[src/rtl/regfile_wport_arbiter_pkg.sv]
// Shared pipeline-control encodings for the register-file write port.
//   REG_W / DATA_W : default register-address and write-data widths
//   ZERO_REG       : architectural $zero; writes to it are discarded
//   wreq_t         : one write request presented to the register file
package regfile_wport_arbiter_pkg;

  localparam int REG_W  = 5;
  localparam int DATA_W = 32;

  localparam logic [REG_W-1:0] ZERO_REG = '0;

  typedef struct packed {
    logic              we;
    logic [REG_W-1:0]  waddr;
    logic [DATA_W-1:0] wdata;
  } wreq_t;

endpackage

[src/rtl/regfile_wport_arbiter_fifo.sv]
// MDU result buffer for the shared register-file write port.
// Ports:
//   clk, rst_n             clock / async active-low reset
//   push, push_reg/data    accepted MDU result (reg==$zero is not stored)
//   pop                    retire the head entry (live or killed)
//   kill_en, kill_reg      pipeline write this cycle; clears live on matching entries
//   head_valid/live/reg/data  head entry view
//   full                   registered count == DEPTH
//   busy_mask              one-hot OR of destination regs of live entries
module regfile_wport_arbiter_fifo
  import regfile_wport_arbiter_pkg::*;
#(
  parameter int DEPTH  = 2,
  parameter int REG_W  = 5,
  parameter int DATA_W = 32
) (
  input  logic                  clk,
  input  logic                  rst_n,
  input  logic                  push,
  input  logic [REG_W-1:0]      push_reg,
  input  logic [DATA_W-1:0]     push_data,
  input  logic                  pop,
  input  logic                  kill_en,
  input  logic [REG_W-1:0]      kill_reg,
  output logic                  head_valid,
  output logic                  head_live,
  output logic [REG_W-1:0]      head_reg,
  output logic [DATA_W-1:0]     head_data,
  output logic                  full,
  output logic [2**REG_W-1:0]   busy_mask
);

  localparam int PTR_W = (DEPTH > 1) ? $clog2(DEPTH) : 1;

  logic [PTR_W-1:0]  wr_ptr, rd_ptr;
  logic [PTR_W:0]    count;
  logic [DEPTH-1:0]  live_q;
  logic [REG_W-1:0]  reg_q  [DEPTH];
  logic [DATA_W-1:0] data_q [DEPTH];
  logic              store;

  // A $zero result completes its handshake but occupies no slot.
  assign store = push && (push_reg != REG_W'(ZERO_REG));

  assign head_valid = (count != '0);
  assign head_live  = head_valid && live_q[rd_ptr];
  assign head_reg   = reg_q[rd_ptr];
  assign head_data  = data_q[rd_ptr];
  assign full       = (count == (PTR_W+1)'(DEPTH));

  always_ff @(posedge clk or negedge rst_n) begin
    if (!rst_n) begin
      wr_ptr <= '0;
      rd_ptr <= '0;
      count  <= '0;
      live_q <= '0;
      for (int i = 0; i < DEPTH; i++) begin
        reg_q[i]  <= '0;
        data_q[i] <= '0;
      end
    end else begin
      // Kill first so a same-cycle push to the same register still lands live.
      if (kill_en) begin
        for (int i = 0; i < DEPTH; i++) begin
          if (reg_q[i] == kill_reg) live_q[i] <= 1'b0;
        end
      end
      if (pop) begin
        live_q[rd_ptr] <= 1'b0;
        rd_ptr         <= rd_ptr + 1'b1;
      end
      if (store) begin
        live_q[wr_ptr] <= 1'b1;
        reg_q[wr_ptr]  <= push_reg;
        data_q[wr_ptr] <= push_data;
        wr_ptr         <= wr_ptr + 1'b1;
      end
      case ({store, pop})
        2'b10:   count <= count + 1'b1;
        2'b01:   count <= count - 1'b1;
        default: count <= count;
      endcase
    end
  end

  always_comb begin
    busy_mask = '0;
    for (int i = 0; i < DEPTH; i++) begin
      if (live_q[i]) busy_mask[reg_q[i]] = 1'b1;
    end
  end

endmodule

[src/rtl/regfile_wport_arbiter.sv]
// Register-file write-port arbiter: pipeline write-back always wins, MDU
// results are buffered and drained into idle slots.
// Ports:
//   clk, rst_n                       clock / async active-low reset
//   wb_RegWrite/write_reg/write_data pipeline write-back request
//   mdu_valid/reg/data, mdu_ready    MDU result handshake
//   rf_we/waddr/wdata                register-file write port
//   busy_mask                        registers with a live queued MDU result
//   stall_req                        ask hazard unit for bubbles so the head drains
module regfile_wport_arbiter #(
  parameter int DEPTH        = 2,
  parameter int STARVE_LIMIT = 4,
  parameter int DATA_W       = regfile_wport_arbiter_pkg::DATA_W,
  parameter int REG_W        = regfile_wport_arbiter_pkg::REG_W
) (
  input  logic                clk,
  input  logic                rst_n,
  input  logic                wb_RegWrite,
  input  logic [REG_W-1:0]    wb_write_reg,
  input  logic [DATA_W-1:0]   wb_write_data,
  input  logic                mdu_valid,
  input  logic [REG_W-1:0]    mdu_reg,
  input  logic [DATA_W-1:0]   mdu_data,
  output logic                mdu_ready,
  output logic                rf_we,
  output logic [REG_W-1:0]    rf_waddr,
  output logic [DATA_W-1:0]   rf_wdata,
  output logic [2**REG_W-1:0] busy_mask,
  output logic                stall_req
);

  import regfile_wport_arbiter_pkg::*;

  localparam int CNT_W = $clog2(STARVE_LIMIT + 1);

  logic              pipe_we;
  logic              head_valid, head_live, full, pop;
  logic [REG_W-1:0]  head_reg;
  logic [DATA_W-1:0] head_data;
  logic [CNT_W-1:0]  starve_cnt;

  assign pipe_we   = wb_RegWrite && (wb_write_reg != REG_W'(ZERO_REG));
  assign mdu_ready = !full;

  // Killed heads retire without a write, even under a pipeline write.
  assign pop = head_valid && (!head_live || !pipe_we);

  regfile_wport_arbiter_fifo #(
    .DEPTH  (DEPTH),
    .REG_W  (REG_W),
    .DATA_W (DATA_W)
  ) u_fifo (
    .clk        (clk),
    .rst_n      (rst_n),
    .push       (mdu_valid && mdu_ready),
    .push_reg   (mdu_reg),
    .push_data  (mdu_data),
    .pop        (pop),
    .kill_en    (pipe_we),
    .kill_reg   (wb_write_reg),
    .head_valid (head_valid),
    .head_live  (head_live),
    .head_reg   (head_reg),
    .head_data  (head_data),
    .full       (full),
    .busy_mask  (busy_mask)
  );

  // Outputs are gated by rst_n so the port goes quiet the moment reset asserts.
  always_comb begin
    rf_we    = 1'b0;
    rf_waddr = '0;
    rf_wdata = '0;
    if (rst_n) begin
      if (pipe_we) begin
        rf_we    = 1'b1;
        rf_waddr = wb_write_reg;
        rf_wdata = wb_write_data;
      end else if (head_live) begin
        rf_we    = 1'b1;
        rf_waddr = head_reg;
        rf_wdata = head_data;
      end
    end
  end

  always_ff @(posedge clk or negedge rst_n) begin
    if (!rst_n) begin
      starve_cnt <= '0;
    end else if (!head_valid || pop) begin
      starve_cnt <= '0;
    end else if (starve_cnt != CNT_W'(STARVE_LIMIT)) begin
      starve_cnt <= starve_cnt + 1'b1;
    end
  end

  assign stall_req = (starve_cnt == CNT_W'(STARVE_LIMIT));

endmodule

[config.mk]
export PLATFORM = sky130hd
export DESIGN_NAME = regfile_wport_arbiter
export DESIGN_NICKNAME = d
export VERILOG_FILES = /design/src/rtl/regfile_wport_arbiter_pkg.sv /design/src/rtl/regfile_wport_arbiter_fifo.sv /design/src/rtl/regfile_wport_arbiter.sv
export SDC_FILE = /design/constraint.sdc
export NUM_CORES = 1
export LEC_CHECK = 0
export CORE_UTILIZATION = 58
export DETAILED_ROUTE_END_ITERATION = 10
export DONT_BUFFER_PORTS = 1
export PLACE_DENSITY_LB_ADDON = 0.05
export SYNTH_ARGS = -nofsm -noshare
export SYNTH_HDL_FRONTEND = slang
export SYNTH_SLANG_ARGS = --single-unit
[constraint.sdc]
create_clock -name clk -period 1.9 [get_ports clk]
set_input_delay 0.38 -clock clk [delete_from_list [all_inputs] [get_ports clk]]
set_output_delay 0.38 -clock clk [all_outputs]
set_load 0.01 [all_outputs]
==> Word-level counts from Yosys, hierarchy flattened <==
Cells that the tools add are included.
{ "classes": {"mux": 41, "magnitude_cmp": 11, "reduce_logical": 21, "n_bitwise": 6, "eq_ne": 7, "addsub": 5} }
{ "ops": {"columns": ["op", "count"], "rows": [
  ["$mux W32", 9],
  ["$bwmux W64", 1],
  ["$mux W5", 7],
  ["$demux W32 S1", 1],
  ["$or A32 B32 Y32", 1],
  ["$lt A5 B6 Y1 const B", 2],
  ["$mux W1", 11],
  ["$bwmux W10", 1],
  ["$demux W1 S5", 2],
  ["$eq A5 B5 Y1", 2],
  ["$ge A5 B1 Y1 const B", 2],
  ["$logic_and A1 B1 Y1", 10],
  ["$reduce_bool A5 Y1", 2],
  ["$mux W2", 3],
  ["$mux W3", 2],
  ["$reduce_bool A2 Y1", 3],
  ["$demux W5 S1", 1],
  ["$eq A2 B2 Y1 const B", 2],
  ["$ge A2 B2 Y1 const B", 2],
  ["$logic_not A1 Y1", 4],
  ["$lt A1 B2 Y1 const B", 2],
  ["$not A1 Y2", 2],
  ["$pmux W2 S2", 1],
  ["$add A3 B1 Y3 const B", 1],
  ["13 further kinds", 17]
]} }
{ "totals": {"input_bits": 78, "out_inout_bits": 72, "reg_bits": 83, "wordCells": 100} }

==> Depth between registers and ports, before layout <==
{ "depth": {"ltp_word": 9, "mapped_depth": 8} }

==> By module <==
Synthesis repeated with hierarchy kept, for this count alone.
{ "hier_totals": {"hier_cells": 566, "hier_area_um2": 5855.6} }
{ "by_module_without_submodules": {"columns": ["mod", "cells_per_inst", "seq_area_each_um2", "area_per_inst_um2", "n_inst"], "rows": [
  ["regfile_wport_arbiter_fifo", 314, 2001.9, 4038.9, 1],
  ["regfile_wport_arbiter", 252, 75.1, 1816.7, 1]
]} }

==> Worst setup path after synthesis <==
OpenSTA, ideal clock, no wires.
{ "synth_path": {"path_kind": "in2out", "startpoint": "in wb_write_reg[0]", "endpoint": "out rf_wdata[18]", "path_stages": 6, "t_arrival_ns": 1.739, "t_required_ns": 1.520, "setup_slack_ns": -0.219, "cell_sequence": "or4_4 > o21ai_2 > buf_4 > buf_6 > nor2_1 > a211oi_1"} }
{ "synth_between": {"elab_chain_cells": 4} }
{ "synth_rtl": {"columns": ["item", "line", "text"], "rows": [
  ["from (decl)", "regfile_wport_arbiter.sv:19", "input logic [REG_W-1:0] wb_write_reg,"],
  ["$reduce_bool A5 Y1", "regfile_wport_arbiter.sv:42", "assign pipe_we = wb_RegWrite && (wb_write_reg != REG_W'(ZERO_REG));"],
  ["$logic_and A1 B1 Y1", "regfile_wport_arbiter.sv:42", null],
  ["$mux W32", "regfile_wport_arbiter.sv:75", "if (pipe_we) begin"],
  ["$mux W32", "regfile_wport_arbiter.sv:74", "if (rst_n) begin"],
  ["to (decl)", "regfile_wport_arbiter.sv:27", "output logic [DATA_W-1:0] rf_wdata,"]
]} }
Every way passes these cells.

==> Worst setup path after layout <==
{ "layout_path": {"startpoint": "in wb_write_reg[0]", "endpoint": "out rf_waddr[2]"} }
{ "layout_between": {"elab_chain_cells": 4} }
{ "layout_rtl": {"columns": ["item", "line", "text"], "rows": [
  ["$reduce_bool A5 Y1", "regfile_wport_arbiter.sv:42", null],
  ["$logic_and A1 B1 Y1", "regfile_wport_arbiter.sv:42", null],
  ["$mux W5", "regfile_wport_arbiter.sv:75", null],
  ["$mux W5", "regfile_wport_arbiter.sv:74", null],
  ["to (decl)", "regfile_wport_arbiter.sv:26", "output logic [REG_W-1:0] rf_waddr,"]
]} }
Every way passes these cells.

==> results by group <==
Yosys
  – Count of state elements after synthesis: 83
  – Main combinational cell family by area after synthesis: multiplexers
  – Simple-gate share of the synthesized area: under 10%
  – Compound-Gate Fraction of Synth Area: 11.82%
  – Post-Synth Adder-Cell Area: less than 1%
  – Mapped cell area: 4721 um2
  – Unique masters post-synth: 35
  – Xor/xnor cell area share of the yosys netlist: 2.783%
  – Average size of a mapped cell: around 11 um2
  – Proportion of synthesized area in mux cells: 26.35%
  – Number of flops mapped to enable cells by yosys: 0
  – Yosys warns: 0
  – Syn nets: about 500
  – Mapped Cells: between 400 and 500
  – Seq/Total Area, Yosys: between 40% and 50%
  – Synth Flop Type: dfrtp_1
  – Post-synth ARST share: 100.0%

Power
  – Reg power frac: 30.1%
  – Leakage: between 0.002 and 0.003 uW
  – Power Dens Cells: 1688 nW/um2
  – Sw Pwr: approximately 4700 uW
  – Logic pwr share: between 50% and 60%
  – Switching part of the total: 42.44%
  – Pint: 6380 uW
  – Clock power share: between 10 and 15%
  – Peak supply drop: ~0.86 mV

Finish
  – Layout Utilization: 84.13%
  – Most common cell after layout, fill and taps aside: dfrtp_1
  – Final nets: about 560
  – Post-route cell area: roughly 6600 um2
  – Commonest non-fill, non-tap cells in the layout: dfrtp_1, mux2_2, buf_4
  – Final std cells w/o fill: between 500 and 600
  – # fillers: roughly 400
  – Ant. Diodes: 0
  – P&R area growth vs syn: 39.15%
  – Fraction of layout cells with a size suffix above 1: 58.54%

Critical path
  – RR Endpoint: u_fifo.live_q[1]
  – Critical Path RT: ~1.5 ns
  – R2R setup slack: 0.07 ns
  – Crit-path leading delay family: simple AND/OR/NAND/NOR gates
  – CP max FO: 12
  – CP Launch Type: primary input
  – Worst Path Buf+Inv: 2
  – CP max stage cell: or4_4
  – Reg2reg path depth: 5
  – Critical Path Start: wb_write_reg[0]
  – Crit Path Category: primary input to output port
  – Crit path DAT: approximately 1.8 ns
  – Crit end category: output port
  – Worst R2R Start: u_fifo.reg_q[3]
  – Worst stage delay on the critical path: between 0.5 and 0.6 ns
  – Worst path cell trace: or4_4 -> o21ai_4 -> buf_8 -> buf_4 -> nor2_1 -> a211oi_2

GRT
  – Global-route wire length before repair: approximately 18 mm
  – Global route overflow: 0
  – Number of global-route vias before repair: 3506
  – GRT Total Usage: between 20 and 30%
  – Largest net degree at the start of global routing: 85
  – Antenna violations before repair: 0

Routing
  – WL final: 14.24 mm
  – Vias per cell: roughly 6.5
  – Drt wl/cell: roughly 24 um
  – DR iter-0 viols: 262
  – DRC violations left: 0
  – Post-route ant nets: 0
  – Via count: around 3800
  – Pre-Repair DR Iteration Count: 4

Clock network
  – # H-tree levels: 3
  – Clock sink count: between 80 and 90
  – CTS clock-pin slew for the worst setup and hold paths: around 0.090 ns
  – CTS tree: yes
  – Clock Latency Late Sink: ~0.36 ns
  – Clock Path Buffers: 2
  – CTS buffer count: 9
  – CTS root buffer: clkbuf_8

Timing
  – RSZ-0062 raised after global routing: yes
  – Hold WS: -0.2926 ns
  – Worst slew margin: between 60% and 70%
  – Least-Margin Pin Slew: approximately 0.47 ns
  – Fin crit period: approximately 2.2 ns
  – Setup ws final: -0.3046 ns
  – Final hold viol count: 83
  – Fmax: roughly 0.45 GHz
  – Worst Clk Skew: approximately 0.0076 ns
  – Max-slew violation count: 0
  – Tcrit/Tclk final: 116.0%
  – Setup-failing EPs final: between 60 and 70

Floorplanning
  – Die Span Y: 92.22 um
  – Row count: 32
  – # IOs: 150
  – Die ar.: around 8500 um2
  – Die Span X: roughly 92 um
  – Starting Density: 60.46%
  – Core ar.: about 8000 um2

Placed design
  – Gpl congestion: between 0.8 and 0.9
  – Placed Cells: 529
  – Dpl cell area: around 5200 um2
  – I/O Buffers: 0
  – Post-DP HPWL: 7.362 mm
  – Pre-CTS setup slack: -0.2870 ns

Status
  – Status: finished, violations left
  – Failing checks: hold timing, setup timing

Min path
  – Hold crit path type: primary input to asynchronous set/reset pin

Job
  – Max cap viols: 0
==> cells in the mapped netlist, types with 7 or more instances <==
cell type,n,area share [%]
mux2_4,8,2.5
xnor2_1,9,1.7
o22ai_1,32,4.2
dfrtp_1,83,44
mux2_2,66,16
clkbuf_1,18,1.4
nand3b_1,10,1.6
a211oi_1,37,5.9
mux2i_1,38,8.1
nor2_1,46,3.7
buf_2,7,0.74
nand2_1,10,0.80
==> registers in the layout, summed over array words and instances (netlist names) <==
name           flops
starve_cnt         3
u_fifo.count       2
u_fifo.data_q     64
u_fifo.live_q      2
u_fifo.rd_ptr      1
u_fifo.reg_q      10
u_fifo.wr_ptr      1
==> cells by family after synthesis <==
kind of cell | after synthesis
simple gates | 86
flops | 83
compound gates | 80
buf+inv | 41
mux | 112
fa+ha+maj | 3
xor+xnor | 15
==> layout make-up <==
cell class	count	area, um2	share of cell area [%]
Sequential cell	83	2086	31.75
Tap cell	102	127.6	1.943
Clock inverter	5	45.04	0.6857
Clock buffer	11	151.4	2.305
Inverter	4	20.02	0.3048
Multi-Input combinational cell	296	3258	49.60
Timing Repair Buffer	81	880.8	13.41
==> power groups by stage <==
| stage | Clock, uW | Combinational [uW] | Sequential [uW] |
|---|---|---|---|
| floorplan | 0 | 3640 | 3030 |
| global placement | 0 | 4350 | 3220 |
| detailed placement | 0 | 4460 | 3270 |
| CTS | 1270 | 5460 | 3260 |
| global route | 1360 | 6830 | 3410 |
| finish | 1240 | 6500 | 3340 |
==> worst max path at each step <==
stage,to,slack (ns),cells after the start
after global routing,rf_waddr[0],-0.32,6
final,rf_waddr[2],-0.30,6
after floorplan,rf_wdata[12],-0.15,6
after global placement,rf_wdata[19],-0.27,5
after CTS,rf_wdata[30],-0.26,6
after detailed placement,rf_wdata[14],-0.29,6
==> metrics by stage <==
step                total power [uW]  TNS [ns]  hold slack [ns]
floorplan                       6670    -5.176          0.08441
global route                   11590    -13.37          -0.3128
detailed placement              7725    -12.26          0.08926
finish                         11090    -11.18          -0.2926
CTS                             9988    -8.818          -0.3062
global placement                7566    -11.33          0.08890
==> layer usage <==
metal  vias up  global-route usage, %  part of all wire (%)
met5         -                      0                     0
met1      1945                  37.64                    37
met2       179                  44.78                    51
met4         0                  9.245                   4.2
li1       1643                      -                     -
met3        42                  7.131                   7.1
==> worst reg2reg max path, cell delays in order (launching register included) <==
cell	delay, ns
dfrtp_2	0.50
buf_4	0.18
xnor2_1	0.18
nand3_1	0.13
o41ai_1	0.51
o21ai_0	0.19
==> timing repair <==
item,in CTS,in global routing
buffers inserted,17,17
pin swaps,40,18
gates resized for setup,96,60
hold endpoints to repair,83,83
endpoints found under the setup margin,70,71
cloned,2,2
Power figures use the tool's default switching activity.
